--- config.mk ---
export PLATFORM = sky130hd
export DESIGN_NAME = uart_tx_scheduler
export DESIGN_NICKNAME = d
export VERILOG_FILES = /design/src/rtl/uart_pkg.sv /design/src/rtl/uart_tx_scheduler_rr_pick.sv /design/src/rtl/uart_tx_scheduler.sv
export SDC_FILE = /design/constraint.sdc
export NUM_CORES = 1
export LEC_CHECK = 0
export ABC_AREA = 1
export CAP_MARGIN = 5
export CORE_ASPECT_RATIO = 0.8
export CORE_UTILIZATION = 35
export CTS_CLUSTER_SIZE = 10
export DETAILED_ROUTE_END_ITERATION = 10
export GPL_ROUTABILITY_DRIVEN = 1
export PLACE_DENSITY = 0.78
export SYNTH_ARGS = -nofsm -noshare
export SYNTH_HDL_FRONTEND = slang
export SYNTH_SLANG_ARGS = --single-unit
--- constraint.sdc ---
create_clock -name clk -period 2 [get_ports clk]
set_input_delay 0.4 -clock clk [delete_from_list [all_inputs] [get_ports clk]]
set_output_delay 0.4 -clock clk [all_outputs]
set_load 0.1 [all_outputs]
--- src/rtl/uart_pkg.sv ---
// rtl/uart_pkg.sv - shared types, constants and width helpers for the uart tx scheduler
//
// Purpose: holds the scheduler state encoding, the header byte base and the
// clog2-derived width helpers used by uart_tx_scheduler and rr_pick.
// Ports: none (package).
package uart_pkg;

  typedef enum logic [1:0] {
    ST_IDLE   = 2'd0,
    ST_HEADER = 2'd1,
    ST_DATA   = 2'd2
  } state_t;

  // Header byte is HEADER_BASE with the owner index OR-ed into the low bits.
  localparam logic [7:0] HEADER_BASE = 8'hA0;

  // Width of a requester index; never narrower than one bit.
  function automatic int id_width(input int n);
    return (n > 1) ? $clog2(n) : 1;
  endfunction

  // Width of the per-burst transfer counter, able to hold max_burst itself.
  function automatic int cnt_width(input int max_burst);
    return $clog2(max_burst + 1);
  endfunction

endpackage

--- src/rtl/uart_tx_scheduler_rr_pick.sv ---
// rtl/uart_tx_scheduler_rr_pick.sv - combinational round-robin picker
//
// Purpose: finds the first asserted request searching upward from ptr with
// wrap-around.
// Ports:
//   req   in  N  request vector
//   ptr   in  W  search start index (must be < N)
//   idx   out W  index of the selected request (0 when none)
//   found out 1  at least one request asserted
module rr_pick
  import uart_pkg::*;
#(
  parameter int N = 4,
  parameter int W = id_width(N)
) (
  input  logic [N-1:0] req,
  input  logic [W-1:0] ptr,
  output logic [W-1:0] idx,
  output logic         found
);

  // Rotating the doubled vector right by ptr puts req[ptr] at bit 0, so the
  // lowest set bit of rot is the winner in round-robin order.
  logic [N-1:0] rot;
  logic [W:0]   sum;

  assign rot = N'({req, req} >> ptr);

  always_comb begin
    found = 1'b0;
    idx   = '0;
    sum   = '0;
    for (int k = 0; k < N; k++) begin
      sum = {1'b0, ptr} + (W+1)'(k);
      if (sum >= (W+1)'(N)) begin
        sum = sum - (W+1)'(N);
      end
      if (!found && rot[k]) begin
        found = 1'b1;
        idx   = sum[W-1:0];
      end
    end
  end

endmodule

--- src/rtl/uart_tx_scheduler.sv ---
// rtl/uart_tx_scheduler.sv - round-robin scheduler sharing one uart transmitter
//
// Purpose: grants the uart tx path to one requester at a time, optionally
// prefixes each burst with a header byte, passes bytes through with zero
// latency and forces release after MAX_BURST bytes.
// Ports:
//   clk, reset             clock and asynchronous active-high reset
//   req_valid/req_data/req_last/req_ready  per-requester byte streams
//   tx_data/tx_valid/tx_ready              uart transmit handshake
//   grant_id               current owner
//   busy                   high outside IDLE
//   burst_trunc            one-cycle pulse after a forced release
module uart_tx_scheduler
  import uart_pkg::*;
#(
  parameter int NUM_REQ    = 4,
  parameter int DATA_WIDTH = 8,
  parameter int MAX_BURST  = 16,
  parameter int HEADER_EN  = 1
) (
  input  logic                          clk,
  input  logic                          reset,
  input  logic [NUM_REQ-1:0]            req_valid,
  input  logic [NUM_REQ*DATA_WIDTH-1:0] req_data,
  input  logic [NUM_REQ-1:0]            req_last,
  output logic [NUM_REQ-1:0]            req_ready,
  output logic [DATA_WIDTH-1:0]         tx_data,
  output logic                          tx_valid,
  input  logic                          tx_ready,
  output logic [id_width(NUM_REQ)-1:0]  grant_id,
  output logic                          busy,
  output logic                          burst_trunc
);

  localparam int ID_W  = id_width(NUM_REQ);
  localparam int CNT_W = cnt_width(MAX_BURST);

  state_t                state_q, state_d;
  logic [ID_W-1:0]       grant_q;
  logic [ID_W-1:0]       rr_ptr_q;
  logic [CNT_W-1:0]      count_q;
  logic                  trunc_q;

  logic [ID_W-1:0]       pick_idx;
  logic                  pick_found;
  logic [DATA_WIDTH-1:0] data_sel;
  logic                  valid_sel;
  logic                  last_sel;
  logic [CNT_W-1:0]      count_inc;
  logic                  count_hit;
  logic                  xfer;
  logic                  release_now;
  logic [ID_W-1:0]       ptr_next;

  rr_pick #(
    .N (NUM_REQ),
    .W (ID_W)
  ) u_rr_pick (
    .req   (req_valid),
    .ptr   (rr_ptr_q),
    .idx   (pick_idx),
    .found (pick_found)
  );

  // Owner's stream, selected by compare rather than a variable index.
  always_comb begin
    data_sel  = '0;
    valid_sel = 1'b0;
    last_sel  = 1'b0;
    for (int i = 0; i < NUM_REQ; i++) begin
      if (grant_q == ID_W'(i)) begin
        data_sel  = req_data[i*DATA_WIDTH +: DATA_WIDTH];
        valid_sel = req_valid[i];
        last_sel  = req_last[i];
      end
    end
  end

  assign count_inc   = count_q + CNT_W'(1);
  assign count_hit   = (count_inc == CNT_W'(MAX_BURST));
  assign release_now = xfer && (last_sel || count_hit);
  assign ptr_next    = (grant_q == ID_W'(NUM_REQ - 1)) ? '0 : grant_q + ID_W'(1);

  always_comb begin
    state_d   = state_q;
    tx_valid  = 1'b0;
    tx_data   = '0;
    req_ready = '0;
    xfer      = 1'b0;
    case (state_q)
      ST_IDLE: begin
        if (pick_found) begin
          state_d = (HEADER_EN != 0) ? ST_HEADER : ST_DATA;
        end
      end
      ST_HEADER: begin
        tx_valid = 1'b1;
        tx_data  = DATA_WIDTH'(HEADER_BASE) | DATA_WIDTH'(grant_q);
        if (tx_ready) begin
          state_d = ST_DATA;
        end
      end
      ST_DATA: begin
        tx_valid = valid_sel;
        tx_data  = data_sel;
        for (int i = 0; i < NUM_REQ; i++) begin
          if (grant_q == ID_W'(i)) begin
            req_ready[i] = tx_ready;
          end
        end
        xfer = valid_sel && tx_ready;
        if (release_now) begin
          state_d = ST_IDLE;
        end
      end
      default: state_d = ST_IDLE;
    endcase
  end

  always_ff @(posedge clk or posedge reset) begin
    if (reset) begin
      state_q  <= ST_IDLE;
      grant_q  <= '0;
      rr_ptr_q <= '0;
      count_q  <= '0;
      trunc_q  <= 1'b0;
    end else begin
      state_q <= state_d;
      trunc_q <= 1'b0;
      case (state_q)
        ST_IDLE: begin
          if (pick_found) begin
            grant_q <= pick_idx;
            count_q <= '0;
          end
        end
        ST_HEADER: begin
          if (tx_ready) begin
            count_q <= '0;
          end
        end
        ST_DATA: begin
          if (xfer) begin
            count_q <= count_inc;
          end
          if (release_now) begin
            rr_ptr_q <= ptr_next;
            // A final byte that also carries last is a normal end, not a cut.
            trunc_q  <= count_hit && !last_sel;
          end
        end
        default: ;
      endcase
    end
  end

  assign grant_id    = grant_q;
  assign busy        = (state_q != ST_IDLE);
  assign burst_trunc = trunc_q;

endmodule

== Word-level counts from Yosys, hierarchy flattened ==
Index checks and enable logic that the tools add are counted.
Operators by class
  bitwise logic cells: 0
  shifts and indexed selects: 1
  divide/modulo/power cells: 0
  magnitude comparators: 4
  equality and inequality tests: 10
  reductions and logical operators: 19
  multiplexer cells: 43
  $add $sub $neg: 9
  $mul: 0
Operators by type and width (number)
  two-way mux 8 bit: 4
  two-way mux 2 bit: 12
  two-way mux 1 bit: 19
  case mux 8 bit (2 select lines): 1
  two-way mux 5 bit: 3
  case mux 5 bit (3 select lines): 1
  >= comparator 3 bit (second input constant): 3
  inequality test 2 bit (second input constant): 4
  right shift 8 x 2 -> 4 bit: 1
  subtractor 2 x 1 -> 2 bit (second input constant): 4
  adder 2 x 2 -> 3 bit (second input constant): 2
  == test 2 bit (second input constant): 3
  logical AND 1 bit: 6
  case mux 2 bit (3 select lines): 1
  adder 5 x 1 -> 5 bit (second input constant): 1
  == test 5 bit (second input constant): 1
  == test 2 x 1 -> 1 bit (second input constant): 2
  logical NOT 1 bit: 4
  logical NOT 2 bit: 2
  two-way mux 4 bit: 1
  AND reduction 2 bit: 2
  AND reduction 4 bit: 1
  adder 2 x 1 -> 3 bit (second input constant): 1
  >= comparator 2 x 3 -> 1 bit (second input constant): 1
  6 further kinds: 6
Word-level totals
  memories: 0
  memory bits (writable): 0
  register bits after elaboration: 12
  input bits: 43
  bits in read-only memories: 0
  word-level logic and storage cells: 91
  latch bits: 0

== Depth between registers and ports, before layout ==
Gate-level depths: netlist of the first run.
  depth in word-level cells: 13
  gate-level depth with buffers: 13

== Cells and area by module ==
A second synthesis of the first run with hierarchy kept.
Second synthesis, totals
  cells, all modules: 215
  area total of the unflattened synthesis: 1483.9 µm²
By module, submodules not included
  uart_tx_scheduler: instances 1, area each 1153.6 µm², cells an instance 162, seq. area each 300.3 µm²
  rr_pick: instances 1, area each 330.3 µm², cells an instance 53, seq. area each 0.0 µm²

== Least setup slack after synthesis of the first run ==
OpenSTA, ideal clock, no wires.
  path type: reg-to-output
  start: reg grant_q[1] (netlist: grant_id[1])
  end: out tx_data[5]
  stages on the path, launching flop included: 9
  setup slack: -2.470 ns
  required time: 1.600 ns
  arrival time: 4.070 ns
  buffers on the path: 1
  cell sequence: dfrtp_1 -> inv_1 -> ha_1 -> buf_4 -> nor2_4 -> a22oi_1 -> o21ai_0 -> inv_1 -> o21ai_0
Between the ends
  cells in the longest elaborated chain, start to end: 6
  elaborated cells on any way between the ends: 9
Ends and longest elaborated chain
  start: declaration: RTL line uart_tx_scheduler.sv:39  | logic [ID_W-1:0] grant_q;
  start signal: assignment: RTL line uart_tx_scheduler.sv:133  | grant_q <= pick_idx;
  logical NOT 2 bit: RTL line uart_tx_scheduler.sv:71  | if (grant_q == ID_W'(i)) begin
  two-way mux 8 bit (3 in a row): RTL line uart_tx_scheduler.sv:71
  two-way mux 8 bit *: RTL line uart_tx_scheduler.sv:71
  case mux 8 bit (2 select lines) *: RTL line uart_tx_scheduler.sv:90  | case (state_q)
  end: declaration: RTL line uart_tx_scheduler.sv:27  | output logic [DATA_WIDTH-1:0] tx_data,
Mark *: on every way between the ends. The rest lies on a longest branch, timed or not.

== Final worst setup path of the first run ==
  start: reg grant_q[1] (netlist: grant_id[1])
  end: out tx_data[7]
The elaborated chain is that of the path after synthesis.

==> results.cfg, run 1 <==
[status]
status = complete, but fails checks
violations = setup timing

[place]
gp_congestion = 0.884
io_buffer_count = 59
dp_slack_ps = -107
dp_cells = 357
dp_hpwl_um = 3820
placed_area_um2 = 2590

[grt]
grt.total_usage_pct = 23.0
grt_overflow = 0
grt_max_degree = 13
antenna_found_initial = 0
grt_first_pass_wirelength_um = 7800
grt_pass1_vias = 1793

[power_and_ir_drop]
switching_share_pct = 56.2
power.switching_mw = 2.64
peakVddDrop_mv = 1.12
power.leakage_nw = 1.28
pwr-share-comb_pct = 84.7
internal-power_mw = 2.05
seq_power_share_pct = 9.4
power_density_nw_per_um2 = 1680
p_clk_share_pct = 5.9
total_power_mw = 4.69

[cts]
htreeDepth = 1
clock_latency_ps = 250
clk_pin_slew_worst_paths_ps = 60
cts_buffers = 3
cts_hold_buf = 0
cts_sinks = 12
clock-root-buffer = clkbuf_8
cts_tree = done
cts_buffer_depth = 2

[sta]
finalHoldViolations = 0
finalSetupViolCount = 14
clock.fmax_ghz = 0.442
worst_pin_slew_ps = 486
relSlewSlack_pct = 67.6
fin_ws_ps = -264
rsz0062_at_grt = yes
finalCriticalPeriod_ps = 2260
timing_max_transition_violations_final = 0
whs_ps = 467
fin_crit_sh_pct = 113
fin_skew_ps = 8.50
tns_ps = -2490

[routing]
antenna_left = 0
drt-initial-drc-count = 54
avgViaCountPerCell = 5.02
dr_total_vias = 1841
drt_drc_violations_left = 0
wl_per_cell_um = 13.7
first_pass_iters = 4
drt-total-wl_um = 5050

[yosys]
yosysWarningCount = 0
ys_ff_latch = 12
syn_area_per_cell_um2 = 6.50
synth_cells = 223
synth_area_um2 = 1450
ys_types = 30
synth_nets = 275
yosysSeqAreaShare_pct = 20.7

[setup_path]
r2r_end = count_q[1]
slowest_stage = dfrtp_4
cp_common_cell = inv_4
crit_fanout = 4
regToRegSetupSlack_ps = -80
path_cells = inv_4 -> ha_4 -> inv_4 -> nor2_4 -> buf_6 -> a22oi_2 -> o21ai_1 -> inv_1 -> o21ai_4 -> buf_12
r2r-start = grant_id[0]
critPathRequiredTime_ps = 1600
arrival_ps = 1860
r2r_cells = 12
worst_path_largest_cell_delay_ps = 500
endpoint_kind = output port
startpoint_type = flop
crit_type = reg2out

[layout]
post_layout_nonfiller_instances = 367
areaGrowthSynthToFinish_pct = 92.3
utilization_pct = 71.8
num_antenna_cells = 0
drive_gt1_share_pct = 36.2
final_area_um2 = 2790
fillCellCount = 274
nNetsFinal = 365

[floorplan]
core_um2 = 3880
start_util_pct = 37.4
row_count = 20
dieArea_um2 = 4400
die_w_um = 73.9
ios = 60
die_h_um = 59.5

[job]
maxCapViolCount = 0

[hold_path]
min_path_type = in2async
## cell families after synthesis
group,synth area share [%]
AND/OR/NAND/NOR,39.6
XOR/XNOR,0.605
buffers and inverters,11.2
flip-flops,20.7
adder cells (fa/ha/maj),7.77
AO/OA/AOI/OAI,20.1
## synthesized netlist by cell type
library cell | n | area share (%)
nand2_1 | 65 | 17
inv_1 | 29 | 7.5
o21ai_0 | 20 | 6.9
nor2_1 | 15 | 3.9
dfrtp_1 | 12 | 21
a21oi_1 | 11 | 3.8
nand3_1 | 10 | 3.5
nand4_1 | 10 | 4.3
ha_1 | 9 | 7.8
a22oi_1 | 8 | 4.1
nand2_2 | 6 | 2.6
buf_4 | 3 | 1.6
nand3_2 | 3 | 2.1
a21oi_2 | 2 | 1.2
buf_2 | 2 | 0.69
nand2_4 | 2 | 1.6
nor2_4 | 2 | 1.6
o211ai_1 | 2 | 1.0
a21oi_4 | 1 | 1.1
a31oi_1 | 1 | 0.43
and3b_1 | 1 | 0.60
buf_6 | 1 | 0.78
clkbuf_1 | 1 | 0.26
inv_4 | 1 | 0.43
nand3_4 | 1 | 1.2
nand4_4 | 1 | 1.5
o21ai_1 | 1 | 0.35
o21ai_2 | 1 | 0.60
o31ai_1 | 1 | 0.52
xnor2_1 | 1 | 0.60
## worst max-delay path by stage
stage | from | to | slack, ps | cells after the start
finish | grant_id[1] | tx_data[7] | -260 | 10
global route | grant_id[1] | tx_data[7] | -360 | 10
CTS | grant_id[1] | tx_data[7] | -270 | 10
detailed placement | grant_id[0] | tx_data[0] | -110 | 9
global placement | grant_id[0] | tx_data[0] | -60 | 9
floorplan | grant_id[1] | tx_data[5] | -380 | 8
## metal layers
metal	track usage, %	up-vias	routed length [um]
li1	-	917	-
met1	26.7	853	2070
met2	42.1	66	2440
met3	7.48	5	521
met4	3.02	0	21
met5	0	-	0
## sequential cells by signal (all words and copies together) (netlist names)
| signal | flops |
|---|---|
| rr_ptr_q | 2 |
| burst_trunc | 1 |
| count_q | 5 |
| grant_id | 2 |
| state_q | 2 |
## power groups by stage
stage	Sequential (mW)	Combinational (mW)	Clock, mW
after global placement	0.439	3.61	0
after CTS	0.442	3.86	0.279
after global routing	0.452	4.23	0.287
final	0.441	3.97	0.276
after floorplan	0.544	2.37	0
after detailed placement	0.445	3.67	0
## cell usage in the layout, fill, tap and decap left out, types with 4 or more instances in the layout
| cell type | instances |
|---|---|
| nand2_1 | 59 |
| clkdlybuf4s50_1 | 42 |
| buf_4 | 30 |
| inv_1 | 23 |
| buf_12 | 17 |
| nand2_2 | 11 |
| nor2_1 | 10 |
| nand4_1 | 10 |
| o21ai_1 | 10 |
| dfrtp_1 | 10 |
| nand3_1 | 8 |
| a21oi_1 | 7 |
| o21ai_2 | 6 |
| nor2_4 | 6 |
| a22oi_1 | 6 |
| ha_1 | 6 |
| a21oi_4 | 5 |
| inv_4 | 4 |
| nand3_2 | 4 |
| o21ai_4 | 4 |
| clkbuf_8 | 4 |
## worst max-delay path, delay by kind of cell, from the launching register on
family	cells	cell delay, ps
AO/OA/AOI/OAI	3	320
AND/OR/NAND/NOR	1	110
adder cells (fa/ha/maj)	1	150
flip-flops	1	500
buffers and inverters	5	530
## area by class of cell
type                    instances  area [um^2]  area share (%)
multi-input cells             174         1210            43.5
repair buffers                 92         1020            36.6
flip-flops and latches         12          308            11.0
inverters                      30          123            4.40
well taps                      55         68.8            2.47
clock buffers                   4         55.1            1.98
## repair_timing
| action | 4_1_cts | 5_1_grt |
|---|---|---|
| resized for setup | 19 | 11 |
| setup buffers | 3 | 3 |
| setup endpoints to repair | 13 | 20 |
| pin swaps | 12 | 5 |
Power figures use the tool's default switching activity.
==> run 2, diff against run 1 <==
--- a/config.mk
+++ b/config.mk
@@ -8,11 +8,11 @@
 export ABC_AREA = 1
 export CAP_MARGIN = 5
 export CORE_ASPECT_RATIO = 0.8
-export CORE_UTILIZATION = 35
+export CORE_UTILIZATION = 43
 export CTS_CLUSTER_SIZE = 10
 export DETAILED_ROUTE_END_ITERATION = 10
 export GPL_ROUTABILITY_DRIVEN = 1
-export PLACE_DENSITY = 0.78
+export PLACE_DENSITY = 0.9
 export SYNTH_ARGS = -nofsm -noshare
 export SYNTH_HDL_FRONTEND = slang
 export SYNTH_SLANG_ARGS = --single-unit
==> constraint.sdc (replaced) <==
create_clock -name clk -period 2.1 [get_ports clk]
set_input_delay 0.42 -clock clk [delete_from_list [all_inputs] [get_ports clk]]
set_output_delay 0.42 -clock clk [all_outputs]
set_load 0.1 [all_outputs]
==> run 2 against run 1 <==
The run still ends with setup timing left. Total power rose by 4.5%. Global-route usage rose by 13 points. Die area fell by 18%. Combinational power rose by 5.5%. Sequential share of layout area fell by 0.14 points. Worst hold slack improved by 5.9 ps. Non-clock buffer count fell by 1. Via count rose by 21%. Sequential cell count did not move. Cell count fell by 4.4%. Sequential power barely moved. Worst setup slack got worse by 130 ps. Critical endpoint is now tx_data[2]. Largest cell class unchanged.
==> results.cfg, run 2 (synthesis results as in run 1) <==
[grt]
grt_first_pass_wirelength_um = 9360
grt_overflow = 0
grt_pass1_vias = 1954
grt_max_degree = 13
antenna_found_initial = 0
grt.total_usage_pct = 36.0

[sta]
finalSetupViolCount = 14
relSlewSlack_pct = 68.9
rsz0062_at_grt = yes
worst_pin_slew_ps = 466
fin_skew_ps = 6.40
finalCriticalPeriod_ps = 2500
finalHoldViolations = 0
timing_max_transition_violations_final = 0
whs_ps = 473
clock.fmax_ghz = 0.401
fin_ws_ps = -397
fin_crit_sh_pct = 119

[routing]
antenna_left = 0
drt_drc_violations_left = 0
avgViaCountPerCell = 6.35
drt-total-wl_um = 7820
drt-initial-drc-count = 329
dr_total_vias = 2228
first_pass_iters = 5
wl_per_cell_um = 22.3

[power_and_ir_drop]
power.switching_mw = 2.88
p_clk_share_pct = 5.6
seq_power_share_pct = 9.0
internal-power_mw = 2.02
total_power_mw = 4.90
power_density_nw_per_um2 = 1740
peakVddDrop_mv = 1.62
switching_share_pct = 58.7
pwr-share-comb_pct = 85.5
power.leakage_nw = 1.28

[layout]
num_antenna_cells = 0
utilization_pct = 89.5
nNetsFinal = 364
areaGrowthSynthToFinish_pct = 94.8
final_common_cell = nand2_1
mostFrequentLayoutCells = nand2_1 (57), clkdlybuf4s50_1 (42), buf_4 (28)
post_layout_nonfiller_instances = 351
top_register = count_q
largest_reg_flops = 5
drive_gt1_share_pct = 40.5

[setup_path]
path_buf_inv = 4
arrival_ps = 2080
cp_common_cell = inv_4
endpoint_kind = output port
crit_fanout = 8
cpLargestDelayFamily = flip-flops
worst_path_largest_cell_delay_ps = 520
path_cells = inv_4 -> ha_4 -> inv_4 -> nor2_4 -> buf_4 -> a22oi_2 -> nand2_1 -> o21ai_2 -> a21oi_4 -> buf_12
critPathRequiredTime_ps = 1680
startpoint_type = flop
crit_type = reg2out
slowest_stage = dfrtp_4

[floorplan]
core_um2 = 3150
start_util_pct = 46.0
die_h_um = 53.9
ios = 60
row_count = 18
dieArea_um2 = 3610
die_w_um = 66.9

[cts]
clock_latency_ps = 260
clk_pin_slew_worst_paths_ps = 60
cts_tree = done
clock-root-buffer = clkbuf_8
cts_hold_buf = 0
cts_buffer_depth = 2
htreeDepth = 1
cts_buffers = 3
cts_sinks = 12

[place]
io_buffer_count = 59
dp_slack_ps = -73.0
dp_cells = 332
dp_hpwl_um = 3790
gp_congestion = 0.875

[job]
maxCapViolCount = 0

[hold_path]
min_path_type = in2async

[status]
status = complete, but fails checks
violations = setup timing
[run 2: worst reg2reg max path, cell delays in order, from the launching register on]
cell and delay [ps]:
dfrtp_4 500, buf_4 150, ha_4 190, clkbuf_16 160, buf_4 130, a21oi_2 140
nand2_2 110, a21oi_2 190, nand2_1 90, nand2_2 130, buf_6 130, nor2_1 40
a21oi_1 140
[run 2: repair_timing]
action / in CTS / in global routing
endpoints found under the setup margin: 10 / 18
cloned: 0 / 1
gates resized for setup: 19 / 29
setup buffers: 6 / 9
pin swaps: 16 / 20
[run 2: cell type report]
class	instances	area [um^2]
Fill cell	107	330
Inverter	30	130
Timing Repair Buffer	91	1020
Tap cell	40	50.0
Sequential cell	12	308
Multi-Input combinational cell	174	1250
Clock buffer	4	55.1
[run 2: final timing paths]
path | startpoint | to | slack [ps] | cells past startpoint
setup / recovery | grant_id[0] | tx_data[2] | -400 | 10
hold / removal | reset | rr_ptr_q[0] | 470 | 2
setup reg to reg | grant_id[1] | rr_ptr_q[1] | -80 | 12
hold reg to reg | count_q[4] | count_q[4] | 540 | 2
max in group asynchronous | reset | grant_id[1] | 1260 | 2
min in group clk | count_q[4] | count_q[4] | 540 | 2
[run 2: power groups by stage]
stage	Clock (mW)	Sequential [mW]	Combinational (mW)
floorplan	0	0.518	2.25
global placement	0	0.422	3.23
detailed placement	0	0.432	3.31
CTS	0.267	0.428	3.52
global route	0.283	0.447	4.37
finish	0.273	0.439	4.19
[run 2: metrics by stage]
stage                     setup TNS, ps  cell area, um^2
after floorplan                   -2640             1630
after global routing              -4450             2820
after global placement                0             2480
after CTS                         -1590             2640
final                             -3210             2820
after detailed placement          -84.3             2480
[run 2: layer usage]
metal | track usage (%) | vias up | share of wire, %
met3 | 15.9 | 71 | 14
met1 | 39.4 | 990 | 35
met4 | 29.1 | 0 | 7.3
met2 | 54.9 | 246 | 43
met5 | 0 | - | 0
li1 | - | 921 | -
==> run 3, diff against run 2 <==
--- a/config.mk
+++ b/config.mk
@@ -6,6 +6,7 @@
 export NUM_CORES = 1
 export LEC_CHECK = 0
 export ABC_AREA = 1
+export ABC_CLOCK_PERIOD_IN_PS = 2100
 export CAP_MARGIN = 5
 export CORE_ASPECT_RATIO = 0.8
 export CORE_UTILIZATION = 43
==> results of run 3 <==
The final DEF is identical to that of run 2; final timing and power are the same.
==> patch: new RTL, flow settings as in run 2 <==
`MAX_BURST`: 16 -> 18.
--- a/src/rtl/uart_tx_scheduler.sv
+++ b/src/rtl/uart_tx_scheduler.sv
@@ -15,7 +15,7 @@
 #(
   parameter int NUM_REQ    = 4,
   parameter int DATA_WIDTH = 8,
-  parameter int MAX_BURST  = 16,
+  parameter int MAX_BURST  = 18,
   parameter int HEADER_EN  = 1
 ) (
   input  logic                          clk,
Check against the original RTL: no difference found for any inputs over 10 cycles, from zero or initial values and one cycle with reset high; that may be too few to reach the edited logic, so the function may still have changed.
==> patch against run 2 <==
The flow still finishes with violations (negative setup slack). Wire length increased by 17%. Non-clock buffer count increased by 6. Critical path type unchanged. Setup slack got worse by 0.16 ns. Total power increased by 8.3%. Cell area increased by 4.7%. Die area increased by 5.1%. Hold slack improved by 0.023 ns. Synthesized area increased by 5.3%. Clock skew increased by 0.0035 ns. Sequential cell count unchanged. First-iteration DRC count increased by 0.91%. Cell count increased by 2.3%. Combinational power increased by 9.5%.
==> patch: results (changes against run 2) <==
Outcome -> finished, violations left
Violated checks -> negative setup slack
Ys Warns -> 0 (unchanged)
Routed wire length -> 9140 um (+17%)
Slowest CP cell -> dfrtp_4
Initial detailed-routing violation count -> 332 (+0.91%)
VDD IR-drop max -> 2.04 mV (+25%)
CTS clk-pin slew, worst paths -> 0.06 ns (about the same)
HP Class -> in2async
First-pass GRT wire length -> 9490 um (+1.3%)
Proportion of layout cells with a drive suffix above 1 -> 0.436 (+0.0306)
Dpl ws -> -0.141 ns (-0.0682 ns)
Yosys cell types -> 34 (+13%)
PortBufs -> 59 (unchanged)
Clock Latency Late Sink -> 0.25 ns
P_leak -> 1.32 nW (+3.1%)
# resized after CTS -> 18 (-1)
PnR worst setup slack -> -0.558 ns (-0.161 ns)
Largest net degree at the start of global routing -> 18 (+5)
Leading post-synthesis cells by cell area -> dfrtp_1 20%, nand2_1 15%, ha_1 8.2%
Setup bufs post-CTS -> 6 (unchanged)
Post-route setup TNS -> -6.25 ns (-3.04 ns)
H-tree Lvls -> 1 (unchanged)
Mapped Nets -> 279 (+1.5%)
Cells after Synth -> 226 (+1.3%)
Via density per instance -> 6.79 (+6.9%)
Synth async-reset ratio -> 1.00 (unchanged)
Clock root buffer -> clkbuf_8
Slew Limit Fails -> 0 (unchanged)
Layout Cells excl Fill -> 359 (+2.3%)
N_diodes -> 0 (unchanged)
Max Fanout on Critical Path -> 8 (unchanged)
Dpl cell area -> 2540 um2 (+2.6%)
Total GRT Usage -> 0.328 (-0.0322)
Max reg flops -> 5 (unchanged)
Clk_skew -> 0.00991 ns (+0.00351 ns)
Vias in the first global route -> 2040 (+4.4%)
HPWL after detailed placement -> 3980 um (+5.2%)
Post-synthesis sequential area ratio -> 0.197 (-0.0104)
Buffer depth of the longest clock path -> 2 (unchanged)
Final setup fails -> 22 (+8)
Synth top cells by count -> 61 x nand2_1, 25 x inv_1, 17 x nor2_1, 14 x o21ai_0, 13 x a21oi_1
Initial antenna violation count -> 0 (unchanged)
Nets -> 374 (+2.7%)
Least-Margin Pin Slew -> 0.570 ns (+0.104 ns)
Worst path arrival time -> 2.24 ns (+0.16 ns)
Critical path's top delay family -> compound AO/OA/AOI/OAI gates
Routability cong. -> 0.801 (-8.4%)
Drt first pass iters -> 8 (+3)
Cell Count Post-Placement -> 336 (+1.2%)
Largest register by flop count -> count_q
## patch: changes by cell type in the layout (fill, tap and decap cells not counted), sizes merged
| cell | before | now |
|---|---|---|
| buf | 48 | 54 |
| o21ai | 22 | 17 |
| o2111ai | 0 | 4 |
| nor2 | 17 | 19 |
| nor3 | 0 | 2 |
| o211ai | 2 | 0 |
| a21oi | 14 | 15 |
| clkbuf | 5 | 4 |
| ha | 9 | 10 |
## patch: logic make-up after synthesis
group / share of synthesized area
simple gates: 0.409
xor+xnor: 0.00574
flops: 0.197
buf+inv: 0.112
fa+ha+maj: 0.0820
compound gates: 0.194
## patch: routing by layer
layer | vias up | global-route usage | part of all wire
met5 | - | 0 | 0.0025
met4 | 2 | 0.137 | 0.091
met3 | 102 | 0.0888 | 0.16
met2 | 323 | 0.550 | 0.42
met1 | 1063 | 0.383 | 0.33
li1 | 947 | - | -
## patch: final cells by class
cell class	count	area [um2]
multi-input cells	177	1360
inverters	30	135
fillers	88	267
repair buffers	97	1060
clock buffers	3	41.3
well taps	40	50.0
flip-flops and latches	12	308
## patch: worst paths after layout
| kind | startpoint | end | slack [ns] | depth (start not counted) |
|---|---|---|---|---|
| min | reset | count_q[4] | 0.50 | 2 |
| max reg2reg | grant_id[0] | state_q[0] | -0.34 | 18 |
| min reg2reg | count_q[4] | count_q[4] | 0.61 | 2 |
| max | grant_id[0] | tx_data[1] | -0.56 | 9 |
| max in group asynchronous | reset | grant_id[1] | 1.22 | 2 |
| min in group clk | count_q[4] | count_q[4] | 0.61 | 2 |
## patch: report_power, final
group	switching (W)	total, W	internal (W)
Clock	0.0000921	0.000219	0.000127
Sequential	0.000184	0.000495	0.000311
Combinational	0.00289	0.00459	0.00170
Total	0.00317	0.00531	0.00214
